### config.mk
export PLATFORM = sky130hd
export DESIGN_NAME = sid_reg_if_flat
export DESIGN_NICKNAME = d
export VERILOG_FILES = /design/src/rtl/sid_pkg.sv /design/src/rtl/sid_reg_if_if.sv /design/src/rtl/sid_reg_if_strobe_sync.sv /design/src/rtl/sid_reg_if.sv /design/src/flat_wrapper.sv
export SDC_FILE = /design/constraint.sdc
export NUM_CORES = 1
export LEC_CHECK = 0
export CORE_UTILIZATION = 52
export CTS_CLUSTER_DIAMETER = 60
export CTS_CLUSTER_SIZE = 20
export DETAILED_ROUTE_END_ITERATION = 10
export PLACE_DENSITY = 0.95
export SETUP_SLACK_MARGIN = 0.5
export SLEW_MARGIN = 15
export SYNTH_ARGS = -nofsm -noshare
export SYNTH_HDL_FRONTEND = slang
export SYNTH_SLANG_ARGS = --single-unit
### constraint.sdc
create_clock -name clk -period 4.2 [get_ports clk]
set_clock_uncertainty 0.2 [all_clocks]
set_input_delay 0.84 -clock clk [delete_from_list [all_inputs] [get_ports clk]]
set_output_delay 0.84 -clock clk [all_outputs]
set_load 0.05 [all_outputs]
### src/rtl/sid_pkg.sv
// Shared register map and bit-position constants for the SID register-write front end.
package sid_pkg;

    typedef enum logic [2:0] {
        REG_FREQ_LO = 3'd0,
        REG_FREQ_HI = 3'd1,
        REG_PW_LO   = 3'd2,
        REG_PW_HI   = 3'd3,
        REG_ATK     = 3'd4,
        REG_SUS     = 3'd5,
        REG_WAV     = 3'd6
    } voice_reg_e;

    typedef enum logic [2:0] {
        REG_FC_LO    = 3'd0,
        REG_FC_HI    = 3'd1,
        REG_RES_FILT = 3'd2,
        REG_MODE_VOL = 3'd3
    } filt_reg_e;

    localparam logic [1:0] VOICE_FILT = 2'd3;

    localparam int unsigned WAV_GATE  = 0;
    localparam int unsigned WAV_TRI   = 4;
    localparam int unsigned WAV_SAW   = 5;
    localparam int unsigned WAV_PULSE = 6;
    localparam int unsigned WAV_NOISE = 7;

    localparam int unsigned MODE_LP = 4;
    localparam int unsigned MODE_BP = 5;
    localparam int unsigned MODE_HP = 6;

endpackage

### src/rtl/sid_reg_if_if.sv
// Pin-level register write bus: strobe, voice select, address and data.
interface sid_wr_bus;
    logic       wr_strobe;
    logic [1:0] voice_sel;
    logic [2:0] addr;
    logic [7:0] wr_data;

    modport master (output wr_strobe, output voice_sel, output addr, output wr_data);
    modport slave  (input  wr_strobe, input  voice_sel, input  addr, input  wr_data);
endinterface

### src/rtl/sid_reg_if_strobe_sync.sv
// Multi-stage synchronizer for the asynchronous write strobe plus rising-edge detect.
module sid_strobe_sync #(
    parameter int unsigned SYNC_STAGES = 2
) (
    input  logic clk,
    input  logic rst_n,
    input  logic strobe_async,
    output logic strobe_rise
);

    logic [SYNC_STAGES-1:0] sync_q, sync_d;
    logic                   hist_q, hist_d;

    // Flops reset high so a strobe already high at reset release is not seen as an edge.
    always_comb begin
        sync_d      = {sync_q[SYNC_STAGES-2:0], strobe_async};
        hist_d      = sync_q[SYNC_STAGES-1];
        strobe_rise = sync_q[SYNC_STAGES-1] & ~hist_q;
    end

    always_ff @(posedge clk or negedge rst_n) begin
        if (!rst_n) begin
            sync_q <= '1;
            hist_q <= 1'b1;
        end else begin
            sync_q <= sync_d;
            hist_q <= hist_d;
        end
    end

endmodule

### src/rtl/sid_reg_if.sv
// SID register-write front end: decodes synchronized strobe writes into the
// per-voice and filter register file and generates gate-edge pulses.
module sid_reg_if
    import sid_pkg::*;
#(
    parameter int unsigned NUM_VOICES  = 3,
    parameter int unsigned SYNC_STAGES = 2
) (
    input  logic                      clk,
    input  logic                      rst_n,
    input  logic                      ena,
    sid_wr_bus.slave                  wr,
    output logic [16*NUM_VOICES-1:0]  freq,
    output logic [12*NUM_VOICES-1:0]  pw,
    output logic [8*NUM_VOICES-1:0]   atk_dcy,
    output logic [8*NUM_VOICES-1:0]   sus_rel,
    output logic [8*NUM_VOICES-1:0]   wav_ctrl,
    output logic [10:0]               fc,
    output logic [7:0]                res_filt,
    output logic [7:0]                mode_vol,
    output logic [NUM_VOICES-1:0]     gate_on,
    output logic [NUM_VOICES-1:0]     gate_off,
    output logic                      wr_ack
);

    logic strobe_rise;
    logic commit;

    logic [7:0] freq_lo_q [NUM_VOICES];
    logic [7:0] freq_lo_d [NUM_VOICES];
    logic [7:0] freq_hi_q [NUM_VOICES];
    logic [7:0] freq_hi_d [NUM_VOICES];
    logic [7:0] pw_lo_q   [NUM_VOICES];
    logic [7:0] pw_lo_d   [NUM_VOICES];
    logic [3:0] pw_hi_q   [NUM_VOICES];
    logic [3:0] pw_hi_d   [NUM_VOICES];
    logic [7:0] atk_q     [NUM_VOICES];
    logic [7:0] atk_d     [NUM_VOICES];
    logic [7:0] sus_q     [NUM_VOICES];
    logic [7:0] sus_d     [NUM_VOICES];
    logic [7:0] wav_q     [NUM_VOICES];
    logic [7:0] wav_d     [NUM_VOICES];

    logic [2:0] fc_lo_q, fc_lo_d;
    logic [7:0] fc_hi_q, fc_hi_d;
    logic [7:0] res_filt_q, res_filt_d;
    logic [7:0] mode_vol_q, mode_vol_d;

    logic [NUM_VOICES-1:0] gate_prev_q, gate_prev_d;
    logic [NUM_VOICES-1:0] gate_on_q, gate_on_d;
    logic [NUM_VOICES-1:0] gate_off_q, gate_off_d;
    logic                  wr_ack_q, wr_ack_d;

    sid_strobe_sync #(
        .SYNC_STAGES (SYNC_STAGES)
    ) u_strobe_sync (
        .clk          (clk),
        .rst_n        (rst_n),
        .strobe_async (wr.wr_strobe),
        .strobe_rise  (strobe_rise)
    );

    // The edge is consumed whether or not ena is high; a disabled write is simply lost.
    assign commit = strobe_rise & ena;

    always_comb begin
        freq_lo_d  = freq_lo_q;
        freq_hi_d  = freq_hi_q;
        pw_lo_d    = pw_lo_q;
        pw_hi_d    = pw_hi_q;
        atk_d      = atk_q;
        sus_d      = sus_q;
        wav_d      = wav_q;
        fc_lo_d    = fc_lo_q;
        fc_hi_d    = fc_hi_q;
        res_filt_d = res_filt_q;
        mode_vol_d = mode_vol_q;
        wr_ack_d   = 1'b0;

        if (commit) begin
            wr_ack_d = 1'b1;
            if (wr.voice_sel == VOICE_FILT) begin
                case (filt_reg_e'(wr.addr))
                    REG_FC_LO:    fc_lo_d    = wr.wr_data[2:0];
                    REG_FC_HI:    fc_hi_d    = wr.wr_data;
                    REG_RES_FILT: res_filt_d = wr.wr_data;
                    REG_MODE_VOL: mode_vol_d = wr.wr_data;
                    default: ;
                endcase
            end else begin
                for (int unsigned v = 0; v < NUM_VOICES; v++) begin
                    if (32'(wr.voice_sel) == v) begin
                        case (voice_reg_e'(wr.addr))
                            REG_FREQ_LO: freq_lo_d[v] = wr.wr_data;
                            REG_FREQ_HI: freq_hi_d[v] = wr.wr_data;
                            REG_PW_LO:   pw_lo_d[v]   = wr.wr_data;
                            REG_PW_HI:   pw_hi_d[v]   = wr.wr_data[3:0];
                            REG_ATK:     atk_d[v]     = wr.wr_data;
                            REG_SUS:     sus_d[v]     = wr.wr_data;
                            REG_WAV:     wav_d[v]     = wr.wr_data;
                            default: ;
                        endcase
                    end
                end
            end
        end

        // Gate edges are taken from the stored WAV register, so pulses land one cycle after commit.
        for (int unsigned v = 0; v < NUM_VOICES; v++) begin
            gate_prev_d[v] = wav_q[v][WAV_GATE];
            gate_on_d[v]   = wav_q[v][WAV_GATE] & ~gate_prev_q[v];
            gate_off_d[v]  = ~wav_q[v][WAV_GATE] & gate_prev_q[v];
        end
    end

    always_ff @(posedge clk or negedge rst_n) begin
        if (!rst_n) begin
            freq_lo_q   <= '{default: '0};
            freq_hi_q   <= '{default: '0};
            pw_lo_q     <= '{default: '0};
            pw_hi_q     <= '{default: '0};
            atk_q       <= '{default: '0};
            sus_q       <= '{default: '0};
            wav_q       <= '{default: '0};
            fc_lo_q     <= '0;
            fc_hi_q     <= '0;
            res_filt_q  <= '0;
            mode_vol_q  <= '0;
            gate_prev_q <= '0;
            gate_on_q   <= '0;
            gate_off_q  <= '0;
            wr_ack_q    <= 1'b0;
        end else begin
            freq_lo_q   <= freq_lo_d;
            freq_hi_q   <= freq_hi_d;
            pw_lo_q     <= pw_lo_d;
            pw_hi_q     <= pw_hi_d;
            atk_q       <= atk_d;
            sus_q       <= sus_d;
            wav_q       <= wav_d;
            fc_lo_q     <= fc_lo_d;
            fc_hi_q     <= fc_hi_d;
            res_filt_q  <= res_filt_d;
            mode_vol_q  <= mode_vol_d;
            gate_prev_q <= gate_prev_d;
            gate_on_q   <= gate_on_d;
            gate_off_q  <= gate_off_d;
            wr_ack_q    <= wr_ack_d;
        end
    end

    always_comb begin
        freq     = '0;
        pw       = '0;
        atk_dcy  = '0;
        sus_rel  = '0;
        wav_ctrl = '0;
        for (int unsigned v = 0; v < NUM_VOICES; v++) begin
            freq[16*v +: 16]    = {freq_hi_q[v], freq_lo_q[v]};
            pw[12*v +: 12]      = {pw_hi_q[v], pw_lo_q[v]};
            atk_dcy[8*v +: 8]   = atk_q[v];
            sus_rel[8*v +: 8]   = sus_q[v];
            wav_ctrl[8*v +: 8]  = wav_q[v];
        end
    end

    assign fc       = {fc_hi_q, fc_lo_q};
    assign res_filt = res_filt_q;
    assign mode_vol = mode_vol_q;
    assign gate_on  = gate_on_q;
    assign gate_off = gate_off_q;
    assign wr_ack   = wr_ack_q;

endmodule

### src/flat_wrapper.sv
// flat-port wrapper written by rule: the top's interface ports become plain ports
module sid_reg_if_flat import sid_pkg::*;
#(
    parameter int unsigned NUM_VOICES  = 3,
    parameter int unsigned SYNC_STAGES = 2
)
  (clk, rst_n, ena, freq, pw, atk_dcy, sus_rel, wav_ctrl, fc, res_filt, mode_vol, gate_on, gate_off, wr_ack, wr_wr_strobe, wr_voice_sel, wr_addr, wr_wr_data);
  sid_wr_bus wr_i ();
  input  logic clk;
  input  logic rst_n;
  input  logic ena;
  output logic [16*NUM_VOICES-1:0] freq;
  output logic [12*NUM_VOICES-1:0] pw;
  output logic [8*NUM_VOICES-1:0] atk_dcy;
  output logic [8*NUM_VOICES-1:0] sus_rel;
  output logic [8*NUM_VOICES-1:0] wav_ctrl;
  output logic [10:0] fc;
  output logic [7:0] res_filt;
  output logic [7:0] mode_vol;
  output logic [NUM_VOICES-1:0] gate_on;
  output logic [NUM_VOICES-1:0] gate_off;
  output logic wr_ack;
  input wire logic [$bits(wr_i.wr_strobe)-1:0] wr_wr_strobe;
  input wire logic [$bits(wr_i.voice_sel)-1:0] wr_voice_sel;
  input wire logic [$bits(wr_i.addr)-1:0] wr_addr;
  input wire logic [$bits(wr_i.wr_data)-1:0] wr_wr_data;
  assign wr_i.wr_strobe = wr_wr_strobe;
  assign wr_i.voice_sel = wr_voice_sel;
  assign wr_i.addr = wr_addr;
  assign wr_i.wr_data = wr_wr_data;
  sid_reg_if #(.NUM_VOICES(NUM_VOICES), .SYNC_STAGES(SYNC_STAGES)) u_core (.clk(clk), .rst_n(rst_n), .ena(ena), .wr(wr_i), .freq(freq), .pw(pw), .atk_dcy(atk_dcy), .sus_rel(sus_rel), .wav_ctrl(wav_ctrl), .fc(fc), .res_filt(res_filt), .mode_vol(mode_vol), .gate_on(gate_on), .gate_off(gate_off), .wr_ack(wr_ack));
endmodule
==> results.toml, run 1 <==
[clock_network]
clk_path_buf_depth = 2
cts_sinks = 196
numCtsBuffers = 17
cts.repair.resized = 0
cts.clk_slew.worst_paths_ps = 70
cts_htree_levels = 4
cts_tree = "done"
cts_root_buf = "clkbuf_16"
holdBufCountCts = 0
cts_setup_buffers = 0
clk_latency_ps = 430

[die]
io_pins = 207
core_um2 = 14000
die_y_um = 123
die-area_um2 = 15100
die-width_um = 123
fp-row-count = 43
initial_core_util_pct = 54.0

[global_route]
grt_first_pass_wirelength_um = 28400
grt_pass1_vias = 4899
grt_max_degree = 89
antenna_found_initial = 0
grt_usage_pct = 26.3
gr-total-overflow = 0

[critical_path]
r2r_setup_slack_ps = 1890
critPathLaunch = "wr_addr[2]"
cp.required_ps = 4300
reg2reg_depth = 3
end_kind = "flip-flop"
crit_fanout = 10
rr_startpoint = "u_core.u_strobe_sync.sync_q[1]"
worst-setup-path-type = "primary input to flip-flop"
r2r-end = "u_core.sus_rel[23]"
worst_ep_arrival_time_ps = 2950
start_kind = "primary input"

[synthesis]
ys_seq_area_share_pct = 64.8
yosysUniqueCellTypes = 32
yosys_warnings = 0
synth_area_per_cell_um2 = 16.6
synthFlopType = "dfrtp_1"
synth_edf_count = 0
syn-cell-area_um2 = 7580
async_reset_ff_share_pct = 100
syn_nets = 473
syn_inst = 456
ys_seq_elements = 196

[cells_and_area]
syn_to_final_growth_pct = 37.5
final_cell_mix = "204 x clkdlybuf4s50_1, 193 x dfrtp_1, 162 x mux2_2"
drive_gt1_share_pct = 35.3
diodes = 0
final_core_util_pct = 74.2
mostFrequentLayoutCell = "clkdlybuf4s50_1"
nets = 670

[placement]
dpl_worst_slack_ps = 963
hpwlAfterDp_um = 12600
port_buffers = 206
routabilityCongestion = 0.744

[power_and_ir_drop]
p_leak_nw = 4.96
ir_drop_v = 0.000300
totalPowerFinal_mw = 5.08
power_density_nw_per_um2 = 487

[timing]
maxSlewHeadroom_pct = 21.7
finalSetupTns_ps = 0
hold_ws_ps = 158
rsz0062_at_grt = "no"
layout_setup_ws_ps = 1350
fin_crit_ps = 2850
hold_viol_final = 0
finalCritPeriodShare_pct = 67.8
drv_slew = 0
setup_viol = 0
worst_slew_pin_slew_ps = 1170
max_freq_mhz = 351

[run_status]
status = "complete, no violations"

[drt]
postRouteAntennaNets = 0
drc = 0
avgViaCountPerCell = 5.45
vias = 4613
wl_per_cell_um = 22.3
routed_wl_um = 18900
firstDrtPassIters = 4
drt_iter0_markers = 203

[worst_hold_path]
min_to = "u_core.u_strobe_sync.sync_q[1]"
min_path_type = "flip-flop to flip-flop"
min_delay_path_depth = 0
hold_path_startpoint = "u_core.u_strobe_sync.sync_q[0]"

[flow_run]
max-cap-violations = 0
==> layer usage <==
layer | wire [um] | share of wire (%) | track usage, %
met5 | 0 | 0 | 0
met4 | 363 | 1.9 | 9.76
met3 | 1210 | 6.4 | 7.11
met2 | 9640 | 51 | 44.2
met1 | 7680 | 41 | 32.7
==> report_power, final <==
part | leakage (nW) | internal (mW) | switching (mW) | total (mW)
Combinational | 1.97 | 0.372 | 0.727 | 1.10
Sequential | 2.66 | 2.04 | 0.0884 | 2.13
Clock | 0.328 | 1.14 | 0.710 | 1.85
Total | 4.96 | 3.55 | 1.53 | 5.08
==> sequential cells by signal, summed over array words and instances, names as in the netlist, 8 cells and up <==
name and flops:
u_core.res_filt 8, u_core.mode_vol 8, u_core.sus_rel 24, u_core.atk_dcy 24, u_core.wav_ctrl 24, u_core.pw 36, u_core.freq 48, u_core.fc_hi_q 8
==> worst max-delay path by stage <==
stage and to:
6_report u_core.wav_ctrl[23], 5_1_grt u_core.freq[28], 4_1_cts u_core.wav_ctrl[23], 3_5_place_dp u_core.wav_ctrl[16]
3_3_place_gp u_core.wav_ctrl[8], 2_1_floorplan u_core.fc_lo_q[0]
==> kinds of logic (layout without fill, tap and decap cells) <==
family / Yosys count / in the layout / synth area share, %
multiplexers: 183 / 183 / 28.1
AND/OR/NAND/NOR: 45 / 45 / 4.97
flip-flops: 196 / 196 / 64.8
buffers and inverters: 32 / 242 / 2.15
==> stage by stage <==
step | instance area [um2] | std cells
6_report | 10400 | 846
2_1_floorplan | 7580 | 456
3_3_place_gp | 9750 | 814
4_1_cts | 10400 | 846
3_5_place_dp | 9750 | 814
5_1_grt | 10400 | 846
==> worst max-delay path, stage by stage <==
cell and delay (ps):
clkdlybuf4s50_1 640, nor2b_1 540, and4_1 530, mux2_2 400
==> final cells by class <==
class	count	area, um2
Clock buffer	18	439
Timing Repair Buffer	209	2100
Sequential cell	196	4910
Fill cell	868	3620
Tap cell	180	225
Inverter	1	3.75
Clock inverter	14	244
Multi-Input combinational cell	228	2510
==> cell usage after synthesis (3+ instances only) <==
library cell | instances | area share (%)
buf_6 | 3 | 0.45
nor2b_1 | 9 | 0.74
buf_2 | 7 | 0.46
mux2_2 | 162 | 24
clkbuf_1 | 17 | 0.84
buf_4 | 3 | 0.30
nand2_1 | 3 | 0.15
and4_1 | 3 | 0.35
dfstp_2 | 3 | 1.0
mux2_4 | 19 | 3.8
dfrtp_1 | 193 | 64
nand3_2 | 4 | 0.53
nand4b_1 | 4 | 0.46
Power figures use the tool's default switching activity.
==> inputs of run 2 (changes only) <==
--- a/config.mk
+++ b/config.mk
@@ -5,11 +5,11 @@
 export SDC_FILE = /design/constraint.sdc
 export NUM_CORES = 1
 export LEC_CHECK = 0
-export CORE_UTILIZATION = 52
+export CORE_UTILIZATION = 48
 export CTS_CLUSTER_DIAMETER = 60
 export CTS_CLUSTER_SIZE = 20
 export DETAILED_ROUTE_END_ITERATION = 10
-export PLACE_DENSITY = 0.95
+export PLACE_DENSITY = 0.9
 export SETUP_SLACK_MARGIN = 0.5
 export SLEW_MARGIN = 15
 export SYNTH_ARGS = -nofsm -noshare
==> constraint.sdc (replaced) <==
create_clock -name clk -period 2.71 [get_ports clk]
set_clock_uncertainty 0.2 [all_clocks]
set_input_delay 0.542 -clock clk [delete_from_list [all_inputs] [get_ports clk]]
set_output_delay 0.542 -clock clk [all_outputs]
set_load 0.05 [all_outputs]
==> run 2 against run 1 <==
Effect of this change: utilization down 5.5 points; setup slack lost 780 ps; final area up 1.0%; cell count grew 7.8%; clock-buffer cell count rose by 3; via count increased by 2.3%; sequential share of layout area fell by 0.46 points; register-to-register slack got worse by 1200 ps; critical path type unchanged.
==> results.toml, run 2 (synthesized netlist as in run 1, its figures left out) <==
[placement]
dpl_worst_slack_ps = -29.0
routabilityCongestion = 0.795
dpl_cell_area_um2 = 10000
port_buffers = 206
hpwlAfterDp_um = 13200
dp_cells = 874

[cells_and_area]
drive_gt1_share_pct = 38.8
postLayoutCellArea_um2 = 10500
syn_to_final_growth_pct = 38.9
final_cell_mix = "193 x dfrtp_1, 190 x dlygate4sd2_1, 162 x mux2_2"
nets = 705
mostFrequentLayoutCell = "dfrtp_1"
diodes = 0
nFillCells = 1115
largest_register_ffs = 48
stdcell_count = 912

[flow_run]
max-cap-violations = 0

[clock_network]
clk_latency_ps = 430
cts_sinks = 196
cts_tree = "done"
cts_htree_levels = 4
cts.clk_slew.worst_paths_ps = 70
numCtsBuffers = 17
clk_path_buf_depth = 2
cts_root_buf = "clkbuf_16"

[die]
initial_core_util_pct = 49.5
core_um2 = 15300
die-area_um2 = 16300
io_pins = 207
die-width_um = 128
fp-row-count = 45
die_y_um = 128

[timing]
rsz0062_at_grt = "no"
worst_slew_pin_slew_ps = 575
setup_viol = 0
layout_setup_ws_ps = 566
hold_viol_final = 0
maxSlewHeadroom_pct = 61.6
drv_slew = 0
finalCritPeriodShare_pct = 79.1
hold_ws_ps = 157
fin_crit_ps = 2140
max_freq_mhz = 466

[drt]
drc = 0
postRouteAntennaNets = 0
routed_wl_um = 19400
avgViaCountPerCell = 5.17
firstDrtPassIters = 4
vias = 4717
drt_iter0_markers = 133
wl_per_cell_um = 21.2

[run_status]
status = "complete, no violations"

[critical_path]
crit_buf_inv = 2
cp.required_ps = 2820
crit_fanout = 8
worst-setup-path-type = "primary input to flip-flop"
crit_slowest_cell = "clkdlybuf4s50_1"
critical-path-top-delay-family = "buffers and inverters"
cpPeakStageDelay_ps = 520
end_kind = "flip-flop"
worst_ep_arrival_time_ps = 2250
cp_cell_sequence = "clkdlybuf4s50_1 > buf_4 > nor4b_2 > nand2_2 > mux2_2"
start_kind = "primary input"

[global_route]
gr-total-overflow = 0
grt_first_pass_wirelength_um = 30000
grt_usage_pct = 25.0
antenna_found_initial = 0
grt_pass1_vias = 5175
grt_max_degree = 70

[power_and_ir_drop]
ir_drop_v = 0.000529
p_leak_nw = 5.95
totalPowerFinal_mw = 7.56
power_density_nw_per_um2 = 718

[worst_hold_path]
min_path_type = "flip-flop to flip-flop"
run 2: per-layer routing:
| metal | track usage, % | routed length (um) | up-vias |
|---|---|---|---|
| li1 | - | - | 2085 |
| met1 | 30.5 | 8040 | 2462 |
| met2 | 43.7 | 10100 | 148 |
| met3 | 6.14 | 993 | 22 |
| met4 | 8.44 | 234 | 0 |
| met5 | 0 | 0 | - |
run 2: cell type report:
type	count	area (um2)	share of cell area, %
Timing Repair Buffer	244	2170	20.6
Tap cell	211	264	2.51
Clock buffer	21	470	4.47
Multi-Input combinational cell	228	2540	24.1
Clock inverter	11	173	1.64
Inverter	1	3.75	0.0357
Sequential cell	196	4910	46.6
run 2: report_power, final:
group	switching (mW)	leakage (nW)	internal, mW
logic	1.14	2.97	0.440
clock network	1.07	0.314	1.63
registers	0.127	2.66	3.16
run 2: through the flow:
step / util (%) / TNS, ps
floorplan: - / 0
global placement: 65.6 / 0
detailed placement: 65.6 / -189
CTS: 68.4 / 0
global route: 68.8 / 0
finish: 68.8 / 0
run 2: path summary, 6_finish.rpt:
path	startpoint	slack (ps)	to	cells past startpoint
max	wr_addr[2]	570	u_core.pw[0]	5
min	u_core.u_strobe_sync.sync_q[0]	160	u_core.u_strobe_sync.sync_q[1]	0
max reg2reg	u_core.u_strobe_sync.sync_q[1]	690	u_core.fc_hi_q[6]	3
min reg2reg	u_core.u_strobe_sync.sync_q[0]	160	u_core.u_strobe_sync.sync_q[1]	0
max in group asynchronous	rst_n	1050	u_core.freq[17]	3
min in group asynchronous	rst_n	480	u_core.res_filt[3]	2
run 2: repair_timing:
item | CTS | global route
setup endpoints to repair | 210 | 89
gates resized for setup | 191 | 7
hold endpoints to repair | 62 | 0
hold buffers | 1 | 0
pin swaps | 2 | 2
buffers inserted | 2 | 3
==> inputs of run 3 (changes only) <==
==> constraint.sdc (replaced) <==
create_clock -name clk -period 2.1 [get_ports clk]
set_clock_uncertainty 0.2 [all_clocks]
set_input_delay 0.42 -clock clk [delete_from_list [all_inputs] [get_ports clk]]
set_output_delay 0.42 -clock clk [all_outputs]
set_load 0.05 [all_outputs]
==> run 3 against run 2 <==
Effect of this change: wire length increased by 29%; setup slack got worse by 460 ps; critical path depth decreased by 2; non-clock buffer count increased by 160; cell count increased by 18%; critical path type is now flip-flop to flip-flop; largest cell class unchanged.
==> results.toml, run 3 (synthesized netlist as in run 1, its figures left out) <==
[run_status]
status = "complete, no violations"

[critical_path]
reg2reg_depth = 3
crit_path_end = "u_core.fc_hi_q[1]"
worst-setup-path-type = "flip-flop to flip-flop"
crit_fanout = 8
cp.required_ps = 2210
r2r-end = "u_core.fc_hi_q[1]"
start_kind = "flip-flop"
end_kind = "flip-flop"
r2r_setup_slack_ps = 110
rr_startpoint = "u_core.u_strobe_sync.sync_q[1]"
critPathLaunch = "u_core.u_strobe_sync.sync_q[1]"
worst_ep_arrival_time_ps = 2100

[power_and_ir_drop]
switching_share_pct = 31.8
power.switching_mw = 3.31
power_density_nw_per_um2 = 821
p_seq_share_pct = 41.7
totalPowerFinal_mw = 10.4
p_clk_share_pct = 31.3
power.internal_mw = 7.09
ir_drop_v = 0.000668
p_leak_nw = 6.73
pwr-share-comb_pct = 27.1

[placement]
routabilityCongestion = 0.792
dpl_cell_area_um2 = 10200
dpl_worst_slack_ps = -382
port_buffers = 206
hpwlAfterDp_um = 13800

[timing]
rsz0062_at_grt = "yes"
hold_ws_ps = 166
setup_viol = 0
finalCritPeriodShare_pct = 94.9
maxSlewHeadroom_pct = 71.3
drv_slew = 0
max_freq_mhz = 502
fin_crit_ps = 1990
layout_setup_ws_ps = 108
worst_slew_pin_slew_ps = 430
hold_viol_final = 0

[clock_network]
cts_sinks = 196
clk_path_buf_depth = 2
cts_tree = "done"
cts_root_buf = "clkbuf_16"
clk_latency_ps = 420
cts_htree_levels = 4
numCtsBuffers = 17
cts.clk_slew.worst_paths_ps = 70

[drt]
postRouteAntennaNets = 0
wl_per_cell_um = 23.2
firstDrtPassIters = 4
drc = 0
drt_iter0_markers = 270
routed_wl_um = 24900
avgViaCountPerCell = 5.18
vias = 5555

[die]
die-area_um2 = 16300
die_y_um = 128
fp-row-count = 45
die-width_um = 128
core_um2 = 15300
io_pins = 207
initial_core_util_pct = 49.5

[cells_and_area]
postLayoutCellArea_um2 = 12700
nets = 865
largest_register_ffs = 48
final_cell_mix = "200 x buf_6, 193 x dfrtp_1, 178 x buf_4"
drive_gt1_share_pct = 72.9
syn_to_final_growth_pct = 67.1
diodes = 0
mostFrequentLayoutCell = "buf_6"

[flow_run]
max-cap-violations = 0

[global_route]
antenna_found_initial = 0
grt_first_pass_wirelength_um = 35000
grt_max_degree = 44
grt_pass1_vias = 5890
grt_usage_pct = 29.3
gr-total-overflow = 0

[worst_hold_path]
min_path_type = "flip-flop to flip-flop"
==> run 3: final cells by class <==
type,count,area [um2]
clock buffer,23,498
clock inverter,9,95.1
fill,721,2650
inverter,1,3.75
multi-input combinational,228,2950
sequential,196,4910
tap,211,264
timing repair buffer,404,3950
==> run 3: how the worst min path moves through the flow <==
stage,cells after the start,startpoint,slack [ps],to
finish,0,u_core.u_strobe_sync.sync_q[0],170,u_core.u_strobe_sync.sync_q[1]
global route,0,u_core.u_strobe_sync.sync_q[0],170,u_core.u_strobe_sync.sync_q[1]
CTS,0,u_core.u_strobe_sync.sync_q[0],160,u_core.u_strobe_sync.sync_q[1]
detailed placement,0,u_core.u_strobe_sync.sync_q[0],150,u_core.u_strobe_sync.sync_q[1]
global placement,0,u_core.u_strobe_sync.sync_q[0],150,u_core.u_strobe_sync.sync_q[1]
floorplan,0,rst_n,-80,u_core.atk_dcy[0]
==> run 3: timing repair <==
action	4_1_cts	5_1_grt
setup endpoints to repair	373	372
hold buffers	1	0
resized for setup	278	41
endpoints found under the hold margin	31	0
pin swaps	6	6
setup buffers	82	63
==> run 3: per-stage QoR <==
| stage | setup TNS [ps] | instances | utilization (%) |
|---|---|---|---|
| finish | 0 | 1072 | 82.7 |
| global route | 0 | 1072 | 82.7 |
| CTS | 0 | 1009 | 78.7 |
| detailed placement | -52690 | 894 | 66.7 |
| global placement | -43380 | 894 | 66.7 |
| floorplan | 0 | 456 | - |
==> run 3: power by group through the flow <==
stage	logic [mW]	registers (mW)	clock network, mW
floorplan	0.440	5.33	0
global placement	2.22	4.32	0
detailed placement	2.26	4.34	0
CTS	2.61	4.30	3.25
global route	2.91	4.35	3.45
finish	2.82	4.33	3.25
==> run 3: routing by layer <==
| layer | global-route usage, % | part of all wire (%) | up-vias |
|---|---|---|---|
| met3 | 6.93 | 5.3 | 39 |
| met5 | 0 | 0 | - |
| met2 | 52.4 | 54 | 211 |
| met1 | 35.0 | 38 | 2919 |
| li1 | - | - | 2386 |
| met4 | 9.20 | 2.3 | 0 |
==> run 3: worst max-delay path, stage by stage, from the launching register on <==
cell and delay [ps]:
dfstp_2 570, nand3b_1 140, or4_4 630, mux2_4 330
